$ cat config.mk
export PLATFORM = sky130hd
export DESIGN_NAME = hazard_ctrl
export DESIGN_NICKNAME = d
export VERILOG_FILES = /design/src/rtl/hazard_ctrl.sv
export SDC_FILE = /design/constraint.sdc
export NUM_CORES = 1
export LEC_CHECK = 0
export ABC_CLOCK_PERIOD_IN_PS = 6700
export CAP_MARGIN = 20
export CORE_UTILIZATION = 36
export DETAILED_ROUTE_END_ITERATION = 8
export HOLD_SLACK_MARGIN = 0.12
export PLACE_DENSITY = 0.89
export RECOVER_POWER = 50
export SLEW_MARGIN = 5
export SYNTH_ARGS = -nofsm -noshare
export SYNTH_HDL_FRONTEND = slang
export SYNTH_SLANG_ARGS = --single-unit
$ cat constraint.sdc
create_clock -name clk_i -period 6.7 [get_ports clk_i]
set_input_delay 1.675 -clock clk_i [delete_from_list [all_inputs] [get_ports clk_i]]
set_output_delay 1.675 -clock clk_i [all_outputs]
set_load 0.005 [all_outputs]
$ cat src/rtl/hazard_ctrl.sv
// Hazard and stall sequencer for the 5-stage RV32 core: load-use bubbles,
// multi-cycle EX freezes and branch flushes. Define HAZARD_STALL_CNT_EN for the stall counter.
module hazard_ctrl #(
  parameter int LD_BUBBLES = 1,
  parameter int LAT_W      = 5,
  parameter int CNT_W      = 32
) (
  input  logic             clk_i,
  input  logic             rst_ni,
  input  logic [4:0]       id_rs1_addr_i,
  input  logic [4:0]       id_rs2_addr_i,
  input  logic [4:0]       id_rs3_addr_i,
  input  logic             id_rs1_use_I_i,
  input  logic             id_rs2_use_I_i,
  input  logic             id_rs1_use_F_i,
  input  logic             id_rs2_use_F_i,
  input  logic             id_rs3_use_F_i,
  input  logic [4:0]       ex_rd_addr_i,
  input  logic             ex_rd_wren_I_i,
  input  logic             ex_rd_wren_F_i,
  input  logic             ex_mem_read_i,
  input  logic             ex_mc_start_i,
  input  logic [LAT_W-1:0] ex_mc_lat_i,
  input  logic             ex_br_taken_i,
  output logic             pc_en_o,
  output logic             if_id_en_o,
  output logic             id_ex_en_o,
  output logic             if_id_flush_o,
  output logic             id_ex_flush_o,
  output logic             ex_mem_flush_o,
  output logic             busy_o,
  output logic [CNT_W-1:0] stall_cnt_o
);

  // The down-counter serves both the 3-bit bubble count and the latency count.
  localparam int CW = (LAT_W > 3) ? LAT_W : 3;
  localparam logic [CW-1:0] LD_RELOAD = CW'((LD_BUBBLES > 1) ? (LD_BUBBLES - 2) : 0);

  typedef enum logic [1:0] {
    RUN   = 2'd0,
    LDUSE = 2'd1,
    MCOP  = 2'd2
  } state_e;

  state_e        state_r;
  state_e        state_nxt_s;
  logic [CW-1:0] cnt_r;
  logic [CW-1:0] cnt_nxt_s;

  logic rd_nz_s;
  logic int_hit_s;
  logic flt_hit_s;
  logic ld_haz_s;
  logic mc_go_s;

  logic pc_en_s;
  logic if_id_en_s;
  logic id_ex_en_s;
  logic if_id_flush_s;
  logic id_ex_flush_s;
  logic ex_mem_flush_s;

  // x0 / f0 never create a dependency, matching the forwarding policy.
  assign rd_nz_s   = (ex_rd_addr_i != 5'd0);
  assign int_hit_s = (id_rs1_use_I_i && (id_rs1_addr_i == ex_rd_addr_i)) ||
                     (id_rs2_use_I_i && (id_rs2_addr_i == ex_rd_addr_i));
  assign flt_hit_s = (id_rs1_use_F_i && (id_rs1_addr_i == ex_rd_addr_i)) ||
                     (id_rs2_use_F_i && (id_rs2_addr_i == ex_rd_addr_i)) ||
                     (id_rs3_use_F_i && (id_rs3_addr_i == ex_rd_addr_i));
  assign ld_haz_s  = ex_mem_read_i && rd_nz_s &&
                     ((ex_rd_wren_I_i && int_hit_s) || (ex_rd_wren_F_i && flt_hit_s));
  assign mc_go_s   = ex_mc_start_i && (ex_mc_lat_i >= LAT_W'(2));

  // Next-state, counter and Mealy pipeline-control decode.
  always_comb begin
    state_nxt_s    = state_r;
    cnt_nxt_s      = cnt_r;
    pc_en_s        = 1'b1;
    if_id_en_s     = 1'b1;
    id_ex_en_s     = 1'b1;
    if_id_flush_s  = 1'b0;
    id_ex_flush_s  = 1'b0;
    ex_mem_flush_s = 1'b0;
    if (!rst_ni) begin
      state_nxt_s = RUN;
      cnt_nxt_s   = '0;
    end else begin
      case (state_r)
        RUN: begin
          if (mc_go_s) begin
            pc_en_s        = 1'b0;
            if_id_en_s     = 1'b0;
            id_ex_en_s     = 1'b0;
            ex_mem_flush_s = 1'b1;
            cnt_nxt_s      = CW'(ex_mc_lat_i) - CW'(2);
            state_nxt_s    = MCOP;
          end else if (ex_br_taken_i) begin
            if_id_flush_s = 1'b1;
            id_ex_flush_s = 1'b1;
          end else if (ld_haz_s) begin
            pc_en_s       = 1'b0;
            if_id_en_s    = 1'b0;
            id_ex_flush_s = 1'b1;
            if (LD_BUBBLES > 1) begin
              cnt_nxt_s   = LD_RELOAD;
              state_nxt_s = LDUSE;
            end else begin
              state_nxt_s = RUN;
            end
          end else begin
            state_nxt_s = RUN;
          end
        end
        LDUSE: begin
          pc_en_s       = 1'b0;
          if_id_en_s    = 1'b0;
          id_ex_flush_s = 1'b1;
          if (cnt_r == '0) begin
            state_nxt_s = RUN;
          end else begin
            cnt_nxt_s = cnt_r - CW'(1);
          end
        end
        MCOP: begin
          if (cnt_r != '0) begin
            pc_en_s        = 1'b0;
            if_id_en_s     = 1'b0;
            id_ex_en_s     = 1'b0;
            ex_mem_flush_s = 1'b1;
            cnt_nxt_s      = cnt_r - CW'(1);
          end else begin
            state_nxt_s = RUN;
          end
        end
        default: begin
          state_nxt_s = RUN;
          cnt_nxt_s   = '0;
        end
      endcase
    end
  end

  // Sequencer state and down-counter.
  always_ff @(posedge clk_i or negedge rst_ni) begin
    if (!rst_ni) begin
      state_r <= RUN;
      cnt_r   <= '0;
    end else begin
      state_r <= state_nxt_s;
      cnt_r   <= cnt_nxt_s;
    end
  end

  assign pc_en_o        = pc_en_s;
  assign if_id_en_o     = if_id_en_s;
  assign id_ex_en_o     = id_ex_en_s;
  assign if_id_flush_o  = if_id_flush_s;
  assign id_ex_flush_o  = id_ex_flush_s;
  assign ex_mem_flush_o = ex_mem_flush_s;
  assign busy_o         = (state_r != RUN);

`ifdef HAZARD_STALL_CNT_EN
  logic [CNT_W-1:0] stall_cnt_r;

  // Saturating count of cycles in which the PC is held.
  always_ff @(posedge clk_i or negedge rst_ni) begin
    if (!rst_ni) begin
      stall_cnt_r <= '0;
    end else if (!pc_en_s && (stall_cnt_r != '1)) begin
      stall_cnt_r <= stall_cnt_r + CNT_W'(1);
    end else begin
      stall_cnt_r <= stall_cnt_r;
    end
  end

  assign stall_cnt_o = stall_cnt_r;
`else
  assign stall_cnt_o = '0;
`endif

endmodule

* Word-level counts from Yosys, hierarchy flattened *
Index checks and enable logic that the tools add are counted.

storage, ports and cells
  input port bits = 37
  logic and storage cells = 70
  register bits = 7

cells by class
  multiplexer cells = 33
  equal/unequal tests = 11
  magnitude comparators = 1
  add/subtract/negate cells = 2
  reductions and logical operators = 21

operator list
  cell                                                  number
  two-way mux 5 bit                                     4
  two-way mux 1 bit                                     18
  == test 5 bit                                         3
  inequality test 3 bit (second input constant)         5
  case mux 5 bit (3 select lines)                       1
  logical AND 1 bit                                     10
  two-way mux 2 bit                                     5
  nonzero test 5 bit                                    2
  case mux 1 bit (2 select lines)                       3
  case mux 2 bit (3 select lines)                       1
  AND reduction 3 bit                                   2
  >= comparator 5 x 2 -> 1 bit (second input constant)  1
  logical NOT 5 bit                                     1
  subtractor 5 x 1 -> 5 bit (second input constant)     1
  subtractor 5 x 2 -> 5 bit (second input constant)     1
  logical OR 1 bit                                      4
  inequality test 4 bit (second input constant)         1
  case mux 1 bit (3 select lines)                       1
  == test 2 x 1 -> 1 bit (second input constant)        1
  == test 2 bit (second input constant)                 1
  logical NOT 2 bit                                     1
  nonzero test 2 bit                                    1

* Logic depth before layout (Yosys ltp) *
Gate-level depths: netlist of run 1.

  depth in word-level cells = 12
  mapped depth = 8
  mapped depth without buffers = 8

* Worst setup path before layout of run 1 *
No wires, ideal clock.

  kind = input to output
  from = input port ex_rd_addr_i[0]
  to = output port pc_en_o
  stages on the path = 8
  arrival time = 2.969 ns
  path buffers = 2
  slack = 2.056 ns
  path through = buf_6 xor2_1 nor4_1 and3_1 a221oi_1 o22a_1 o31a_1 buf_4

on the way
  cells in the longest elaborated chain, start to end = 12
  elaborated cells between the ends (all ways) = 22
  classes of those cells = 3 x eq/ne; 5 x mux; 14 x reduce/logical

RTL lines
  item                                  line    text
  start: declaration                    18      input logic [4:0] ex_rd_addr_i,
  == test 5 bit (on tied branches)      n/a
  logical AND 1 bit (on tied branches)  67, 68
  logical OR 1 bit                      67      assign flt_hit_s = (id_rs1_use_F_i && (id_rs1_addr_i == ex_rd_addr_i)) ||
  logical OR 1 bit                      68      (id_rs2_use_F_i && (id_rs2_addr_i == ex_rd_addr_i)) ||
  logical AND 1 bit                     71      ((ex_rd_wren_I_i && int_hit_s) || (ex_rd_wren_F_i && flt_hit_s));
  logical OR 1 bit                      71
  logical AND 1 bit *                   70      assign ld_haz_s = ex_mem_read_i && rd_nz_s &&
  two-way mux 1 bit * (3 in series)     n/a
  case mux 1 bit (3 select lines) *     n/a
  two-way mux 1 bit *                   n/a
  end: declaration                      25      output logic pc_en_o,

Mark *: on every way between the ends. The rest lies on a longest branch, timed or not.

* Final worst setup path of run 1 *
  from = input port ex_mc_lat_i[1]
  to = output port pc_en_o

on the way
  cells in the longest elaborated chain, start to end = 5

RTL lines
  item                             line  text
  start: declaration               23    input logic [LAT_W-1:0] ex_mc_lat_i,
  >= comparator 5 x 2 -> 1 bit     72    assign mc_go_s = ex_mc_start_i && (ex_mc_lat_i >= LAT_W'(2));
  logical AND 1 bit                72
  two-way mux 1 bit                90    if (mc_go_s) begin
  case mux 1 bit (3 select lines)  88    case (state_r)
  two-way mux 1 bit                84    if (!rst_ni) begin

Every way passes these cells.

==> metrics.txt, run 1 <==
result of the run=complete, no violations; warning count from the yosys run=0; Layout fillers=250; data required time of the critical path=between 5000 and 6000 ps; initial DRC count=9; overall via count from detail_route=857; number of buffers on the longest clock path=2; fraction of synthesized cell area taken by the top area cell type=0.258; boundary pin count=76; Fmax achieved=175 MHz; post-layout net count=201; aggregate routed wire length=between 2000 and 2500 microns; most common library cell in the layout ignoring fill and taps=sky130_fd_sc_hd__clkdlybuf4s50_1; number of failing setup endpoints in the final timing report=0; routed metal-1 wire length=approximately 800 microns; DIE AREA=roughly 2900 sq um; total clock buffers created by CTS=3; number of vias per cell after detailed routing=between 4 and 5; max cap viols=0; slew at the pin with the worst max-slew slack=around 590 ps; peak supply drop=between 0.08 and 0.09 mV; power density cells=132 nW/um^2; kind of start point of the critical path=input port; # hold bufs at CTS=0; clock root cell=sky130_fd_sc_hd__clkbuf_4; max incr delay on CP=600 ps; clk sink count=6; DR WL/cell=approximately 11 microns; placeable core region=2500 sq um; H-tree levels=1; CTS tree=yes; maximum number of pins on one net before global-route repair=13; detailed-routing iteration count for the pre-antenna-repair pass=4; final count of pins violating max slew=0; number of flops mapped to enable cells by yosys=0; Post-DRT Antenna Nets=0; initial standard-cell utilization of the core=0.383; Setup TNS=0 ps; Setup CP Type=input port to primary output; arrival time of the worst setup path=just over 4000 ps; ys flop type=sky130_fd_sc_hd__dfrtp_1; area grow syn2layout=35.1%; std cell rows=18; hold violation total from the final report=0; synthesis-stage register bit count=6; Min Clock Period, post-route=around 5700 ps; horizontal die dimension=53.6 microns; area of the mapped netlist=between 900 and 1000 sq um; setup skew after layout=around 3.3 ps; Slowest-stage cell, CP=sky130_fd_sc_hd__o41ai_1; global route total overflow=0; proportion of register bits with asynchronous set or reset after synthesis=1.00; routability cong.=around 0.80; clk slew on worst S/H paths=about 40 ps; post-route core utilization=0.518; die height=about 54 microns; GRT Resource Usage Total=0.151; mean instance size in the synthesized netlist=around 8.2 sq um; Max-Slew Margin vs Limit=0.602; Post CTS Setup Buffer Count=0; worst-path maximum fanout=5; register area share after synthesis=0.157; synthesized instance count=roughly 120; buffers added on ports=43; number of diodes added for antenna fixing=0; post-route fraction of the period consumed by the critical path=0.854; number of distinct library cells after synthesis=35; half-perimeter wire length after detailed placement=approximately 1800 microns; post-route DRC violation count=0; Synth area leaders=sky130_fd_sc_hd__buf_4, sky130_fd_sc_hd__dfrtp_1, sky130_fd_sc_hd__xnor2_1; global-route wire length before repair=just over 3000 microns; share of layout cells above drive strength 1=0.0503; most used cells in the layout excluding fill and tap cells=sky130_fd_sc_hd__clkdlybuf4s50_1, sky130_fd_sc_hd__conb_1, sky130_fd_sc_hd__xnor2_1, sky130_fd_sc_hd__xor2_1, sky130_fd_sc_hd__inv_1; DR WL met3=between 300 and 400 microns; antenna violations before repair=0; count of instances resized after the clock tree is built=0; Hold WC Path Type=flip-flop to flip-flop; Skew-Pair Late Insertion Delay=approximately 250 ps; length of routed met2 wiring=just under 1000 microns; area of the multi-input gates=around 620 sq um; sequential cell area=between 150 and 200 sq um; vias in the first global route=approximately 750; crit path cell chain=clkdlybuf4s50_1 > inv_1 > ha_1 > inv_1 > o41ai_1 > a21oi_2 > inv_2 > o31a_1 > clkdlybuf4s50_1; RSZ-0062 raised after global routing=no; Yosys top cell by area=sky130_fd_sc_hd__buf_4; nature of the critical path endpoint=primary output; top routing layer in use=met4; Static Leakage=~0.56 nW
where the power goes:
group | internal, mW | switching [mW] | total (mW)
clock network | 0.0203 | 0.0143 | 0.0347
registers | 0.0418 | 0.00748 | 0.0493
logic | 0.0471 | 0.0394 | 0.0865
sequential cells by signal, indices dropped and copies added (netlist names):
register	flops
cnt_r	5
state_r	1
routing by layer:
| metal | global-route usage | up-vias |
|---|---|---|
| met5 | 0 | - |
| met4 | 0.0658 | 0 |
| met3 | 0.0424 | 2 |
| met2 | 0.273 | 59 |
| met1 | 0.161 | 375 |
| li1 | - | 421 |
worst paths after layout:
kind,depth (start not counted),slack [ps],endpoint,from
max,9,980,pc_en_o,ex_mc_lat_i[1]
min,1,600,cnt_r[3],cnt_r[3]
max reg2reg,8,4910,cnt_r[3],cnt_r[0]
min reg2reg,1,600,cnt_r[3],cnt_r[3]
max in group asynchronous,1,4630,state_r[1],rst_ni
min in group asynchronous,1,1780,cnt_r[0],rst_ni
cell type report:
cell class / instances / area share
Multi-Input combinational cell: 99 / 0.482
Timing Repair Buffer: 43 / 0.332
Sequential cell: 6 / 0.116
Tap cell: 30 / 0.0290
Inverter: 8 / 0.0232
Clock buffer: 3 / 0.0174
critical path, delay by kind of cell:
kind                     cells  cell delay [ps]
AO/OA/AOI/OAI                3              970
adder cells (fa/ha/maj)      1              170
buffers and inverters        5             1210
cells in the mapped netlist, types with 3 or more instances:
master / number
sky130_fd_sc_hd__o21ai_0: 3
sky130_fd_sc_hd__dfrtp_1: 6
sky130_fd_sc_hd__a21oi_1: 3
sky130_fd_sc_hd__inv_1: 7
sky130_fd_sc_hd__xor2_1: 9
sky130_fd_sc_hd__nand3_1: 3
sky130_fd_sc_hd__o21ai_1: 4
sky130_fd_sc_hd__nand2_1: 4
sky130_fd_sc_hd__ha_1: 3
sky130_fd_sc_hd__buf_4: 33
sky130_fd_sc_hd__xnor2_1: 9
stage by stage:
step,std cells,setup WS [ps],instance area [sq um],power [mW],hold WS [ps]
after detailed placement,186,1120,1280,0.137,585
after CTS,189,1110,1300,0.172,595
after global routing,189,789,1290,0.183,656
after global placement,186,1090,1280,0.135,581
final,189,978,1290,0.171,599
after floorplan,148,2060,1070,0.109,540
kinds of logic (layout without fill, tap and decap cells):
logic type,count (synthesis),count (layout),synth area share
DFF,6,6,0.157
xor gates and xnor gates,18,18,0.165
muxes,1,1,0.0104
other,1,32,0.00391
AOI/OAI and AO/OA,23,23,0.178
adders and majority gates,3,3,0.0392
and+or+nand+nor,22,22,0.142
buffers and inverters,43,54,0.305
Note: power is estimated with default switching activity, not from simulation.
==> inputs of run 2 (changes only) <==
--- a/config.mk
+++ b/config.mk
@@ -6,7 +6,7 @@
 export NUM_CORES = 1
 export LEC_CHECK = 0
 export ABC_CLOCK_PERIOD_IN_PS = 6700
-export CAP_MARGIN = 20
+export CAP_MARGIN = 40
 export CORE_UTILIZATION = 36
 export DETAILED_ROUTE_END_ITERATION = 8
 export HOLD_SLACK_MARGIN = 0.12
==> results of run 2 <==
No change in the layout: final DEF, timing and power equal those of run 1.
==> variant 1 (config.mk and constraints of run 1) <==
The option `HAZARD_STALL_CNT_EN` is turned on by a define.
--- a/src/rtl/hazard_ctrl.sv
+++ b/src/rtl/hazard_ctrl.sv
@@ -1,5 +1,7 @@
 // Hazard and stall sequencer for the 5-stage RV32 core: load-use bubbles,
 // multi-cycle EX freezes and branch flushes. Define HAZARD_STALL_CNT_EN for the stall counter.
+`define HAZARD_STALL_CNT_EN
+
 module hazard_ctrl #(
   parameter int LD_BUBBLES = 1,
   parameter int LAT_W      = 5,
Formal check against the unedited RTL: not equivalent (a bounded check fails within 4 cycles, from zero or initial values and one cycle with rst_ni low).
==> variant 1 against run 1 <==
  * The flow now finishes with violations (capacitance limit, slew limit)
  * Synthesized area rose by 150%
  * Setup slack got worse by 170 ps
  * Global-route usage rose by 1.9 points
  * Clock skew rose by 3.0 ps
  * Routed wire length rose to 2.6 times the old value
  * Sequential cell count rose by 32
  * Sequential share of layout area rose by 18 points
  * Via count rose by 140%
  * Cell area rose by 150%
  * Total power rose to 3.6 times the old value
  * Largest cell class unchanged
  * Highest routed layer unchanged
==> variant 1: results <==
grt:
  antenna_found_initial: 0
  grt_max_degree: 44
  first_global_vias: 2061
  grt_pass1_wl_um: 9050
  track_usage_pct: 17.0
setup_path:
  endpoint: "if_id_flush_o"
  cp_slowest_cell: "clkbuf_1"
  reg2regPathDepth: 7
  cp.arrival_ps: 4220
  regToRegStartpoint: "stall_cnt_o[0]"
  r2r-end: "stall_cnt_o[1]"
  startpoint: "rst_ni"
  reg2reg_setup_slack_ps: 4250
  worstPathMaxFanout: 43
  critical-path-max-stage-delay_ps: 1570
status:
  violations: "capacitance limit, slew limit"
  status: "finished with violations"
sta:
  finClkSkew_ps: 6.28
  maxSlewViolCount: 44
  relSlewSlack_pct: -47.0
finish:
  largest_reg_flops: 32
  drive_gt1_share_pct: 7.19
placement:
  hpwlAfterDp_um: 4220
  port_buffers: 75
  place.gp.congestion: 0.799
synthesis:
  synth-seq-area-share_pct: 40.5
  syn-num-nets: 285
  ys_types: 45
  synth_common_cells: "dfrtp_1 (38), xor2_1 (35), nor3_1 (23)"
  synthArstFlopShare_pct: 100
run:
  maxCapViolations: 1
cts:
  post_cts_resized: 0
  htreeDepth: 2
  insertion_delay_ps: 290
  clock_path_buffers: 2
  root_buffer: "clkbuf_8"
  cts_buffers: 5
  clk_pin_slew_ps: 80
power:
  vdd_drop_max_v: 0.0000885
  p_leak_uw: 0.00153
routing:
  dr.pass1.iters: 4
  first_iter_violations: 107
  viasPerCell: 5.24
  wirelength_um: 5490
[variant 1: area by class of cell]
cell class / instances / area [um^2]
Inverter: 8 / 30.0
Fill cell: 607 / 3090
Sequential cell: 38 / 951
Clock inverter: 2 / 12.5
Timing Repair Buffer: 77 / 756
Multi-Input combinational cell: 189 / 1300
Tap cell: 77 / 96.3
Clock buffer: 6 / 82.6
[variant 1: cells by family after synthesis]
| kind of cell | Yosys count | share of synthesized area, % |
|---|---|---|
| muxes | 3 | 1.38 |
| and+or+nand+nor | 112 | 26.5 |
| AOI/OAI and AO/OA | 22 | 7.30 |
| adders and majority gates | 4 | 2.13 |
| buffers and inverters | 17 | 4.37 |
| DFF | 38 | 40.5 |
| xor gates and xnor gates | 48 | 17.9 |
[variant 1: worst min-delay path by stage]
stage,cells past startpoint,to,startpoint,slack (ps)
global route,1,stall_cnt_o[22],stall_cnt_o[22],500
finish,1,stall_cnt_o[10],stall_cnt_o[10],490
floorplan,1,stall_cnt_o[19],stall_cnt_o[19],480
CTS,1,stall_cnt_o[19],stall_cnt_o[19],490
global placement,1,stall_cnt_o[19],stall_cnt_o[19],480
detailed placement,1,stall_cnt_o[10],stall_cnt_o[10],480
[variant 1: per-layer routing]
metal | track usage [%] | share of wire [%] | vias to the layer above
met5 | 0 | 0 | -
met3 | 2.95 | 4.0 | 7
li1 | - | - | 1008
met2 | 32.2 | 54 | 65
met1 | 19.4 | 41 | 1001
met4 | 4.48 | 1.1 | 0
[variant 1: metrics by stage]
step,hold WS [ps],cells,cell area (um^2),setup slack (ps)
6_report,488,397,3220,804
3_5_place_dp,480,389,3130,925
3_3_place_gp,477,389,3130,960
2_1_floorplan,477,244,2350,1740
4_1_cts,494,397,3230,926
5_1_grt,505,397,3220,453
[variant 1: power by group]
| part | switching, uW | internal (uW) | total (uW) |
|---|---|---|---|
| combinational | 71.0 | 91.3 | 162 |
| clock | 82.0 | 82.7 | 165 |
| sequential | 29.4 | 253 | 282 |
| total | 182 | 427 | 609 |
[variant 1: worst register-to-register path, delay by kind of cell, from the launching register on]
family | cells | cell delay [ps]
flops | 1 | 410
simple gates | 4 | 1030
compound gates | 1 | 430
mux | 1 | 290
fa+ha+maj | 1 | 190
==> variant 2 (settings of run 1) <==
Without the edit above. Encoding of `state_e`: now one-hot (3 bits for 3 states).
--- a/src/rtl/hazard_ctrl.sv
+++ b/src/rtl/hazard_ctrl.sv
@@ -36,10 +36,10 @@
   localparam int CW = (LAT_W > 3) ? LAT_W : 3;
   localparam logic [CW-1:0] LD_RELOAD = CW'((LD_BUBBLES > 1) ? (LD_BUBBLES - 2) : 0);
 
-  typedef enum logic [1:0] {
-    RUN   = 2'd0,
-    LDUSE = 2'd1,
-    MCOP  = 2'd2
+  typedef enum logic [2:0] {
+    RUN   = 3'b001,
+    LDUSE = 3'b010,
+    MCOP  = 3'b100
   } state_e;
 
   state_e        state_r;
Check against the original RTL: no difference found for any inputs over 10 cycles, from zero or initial values and one cycle with rst_ni low; not proved beyond that.
==> variant 2 against run 1 <==
  * The run now ends with DRC left
  * Die area rose by 12%
  * Sequential cell count grew 1
  * Critical path depth fell by 1
  * Register-to-register slack got worse by 120 ps
  * Combinational power up 11%
  * Synthesized cell count up 17%
  * Synthesized area is 13% higher
  * Total power up 7.4%
  * Setup slack got worse by 14 ps
  * Cell area rose by 11%
  * Sequential share of layout area is 0.67 points higher
  * Routed wire length up 7.7%
  * First-iteration DRC count grew to 3.6 times the old value
  * Critical path type unchanged
  * Highest routed layer is now met3
==> variant 2: results <==
status:
  status: "finished with violations"
  violations: "DRC"
placement:
  post-place-ws_ps: 1090
  place.gp.congestion: 0.832
  placedCellCount: 207
  hpwlAfterDp_um: 2030
  placed_area_um2: 1410
setup_path:
  r2r-end: "cnt_r[2]"
  critical-path-max-stage-delay_ps: 570
  reg2regPathDepth: 7
  endpoint: "if_id_en_o"
  cp.arrival_ps: 4060
  worstPathMaxFanout: 8
  cp_slowest_cell: "dlygate4sd3_1"
  reg2reg_setup_slack_ps: 4790
grt:
  met3_usage_pct: 3.00
  track_usage_pct: 14.0
  first_global_vias: 841
  grt_pass1_wl_um: 3550
  grt_use_met1_pct: 15.9
  use_met2_pct: 26.0
  grt_max_degree: 15
finish:
  largestRegisters: "cnt_r (5), state_r (2)"
  finish.net_count: 223
  drive_gt1_share_pct: 3.89
synthesis:
  avgSynthCellArea_um2: 7.90
  synthArstFlopShare_pct: 100
  ys_types: 37
  yosys-top-cells-area: "buf_4 (23%), dfrtp_1 (14%), xnor2_1 (9.7%), ha_1 (5.8%), xor2_1 (4.9%)"
  synth_common_cells: "buf_4 (33), xnor2_1 (12), inv_1 (11)"
  synth-seq-area-share_pct: 16.3
sta:
  tns_ps: 0
  max_freq_mhz: 174
  finClkSkew_ps: 3.84
  relSlewSlack_pct: 62.7
  whs_ps: 507
min_path:
  hold_end: "state_r[0]"
  holdCritStartpoint: "state_r[0]"
  holdPathStages: 2
routing:
  drc_errors: 7
  num_vias: 963
  wire_per_inst_um: 10.8
  first_iter_violations: 32
  dr_wl_met2_um: 1230
  dr.pass1.iters: 6
  drt-met1-wl_um: 935
  top_layer: "met3"
power:
  vdd_drop_max_v: 0.0000549
[variant 2: cell count changes after synthesis, sizes merged, moves of 3 or more]
cell	delta
xor2	-3
xnor2	+3
nor2	+3
o2bb2ai	+3
inv	+4
o21ai	-6
nand2	+3
nand3	+6
[variant 2: cells by family after synthesis]
logic type	after synthesis	share of synthesized area, %
AO/OA/AOI/OAI	23	17.6
adder cells (fa/ha/maj)	5	5.78
flip-flops	7	16.3
AND/OR/NAND/NOR	36	17.7
other	1	0.346
XOR/XNOR	18	14.6
buffers and inverters	47	27.7
[variant 2: layout make-up]
type	count	area [um^2]
multi-input cells	114	722
clock buffers	4	26.3
well taps	31	38.8
repair buffers	43	430
fillers	264	1370
flip-flops and latches	7	176
inverters	12	45.0
[variant 2: power breakdown]
part	switching, uW	internal (uW)	total (uW)	leakage, uW
Clock	13.0	22.6	35.5	0.0000150
Combinational	44.0	51.8	95.7	0.000524
Sequential	4.49	47.4	51.9	0.0000917
Total	61.4	122	183	0.000630
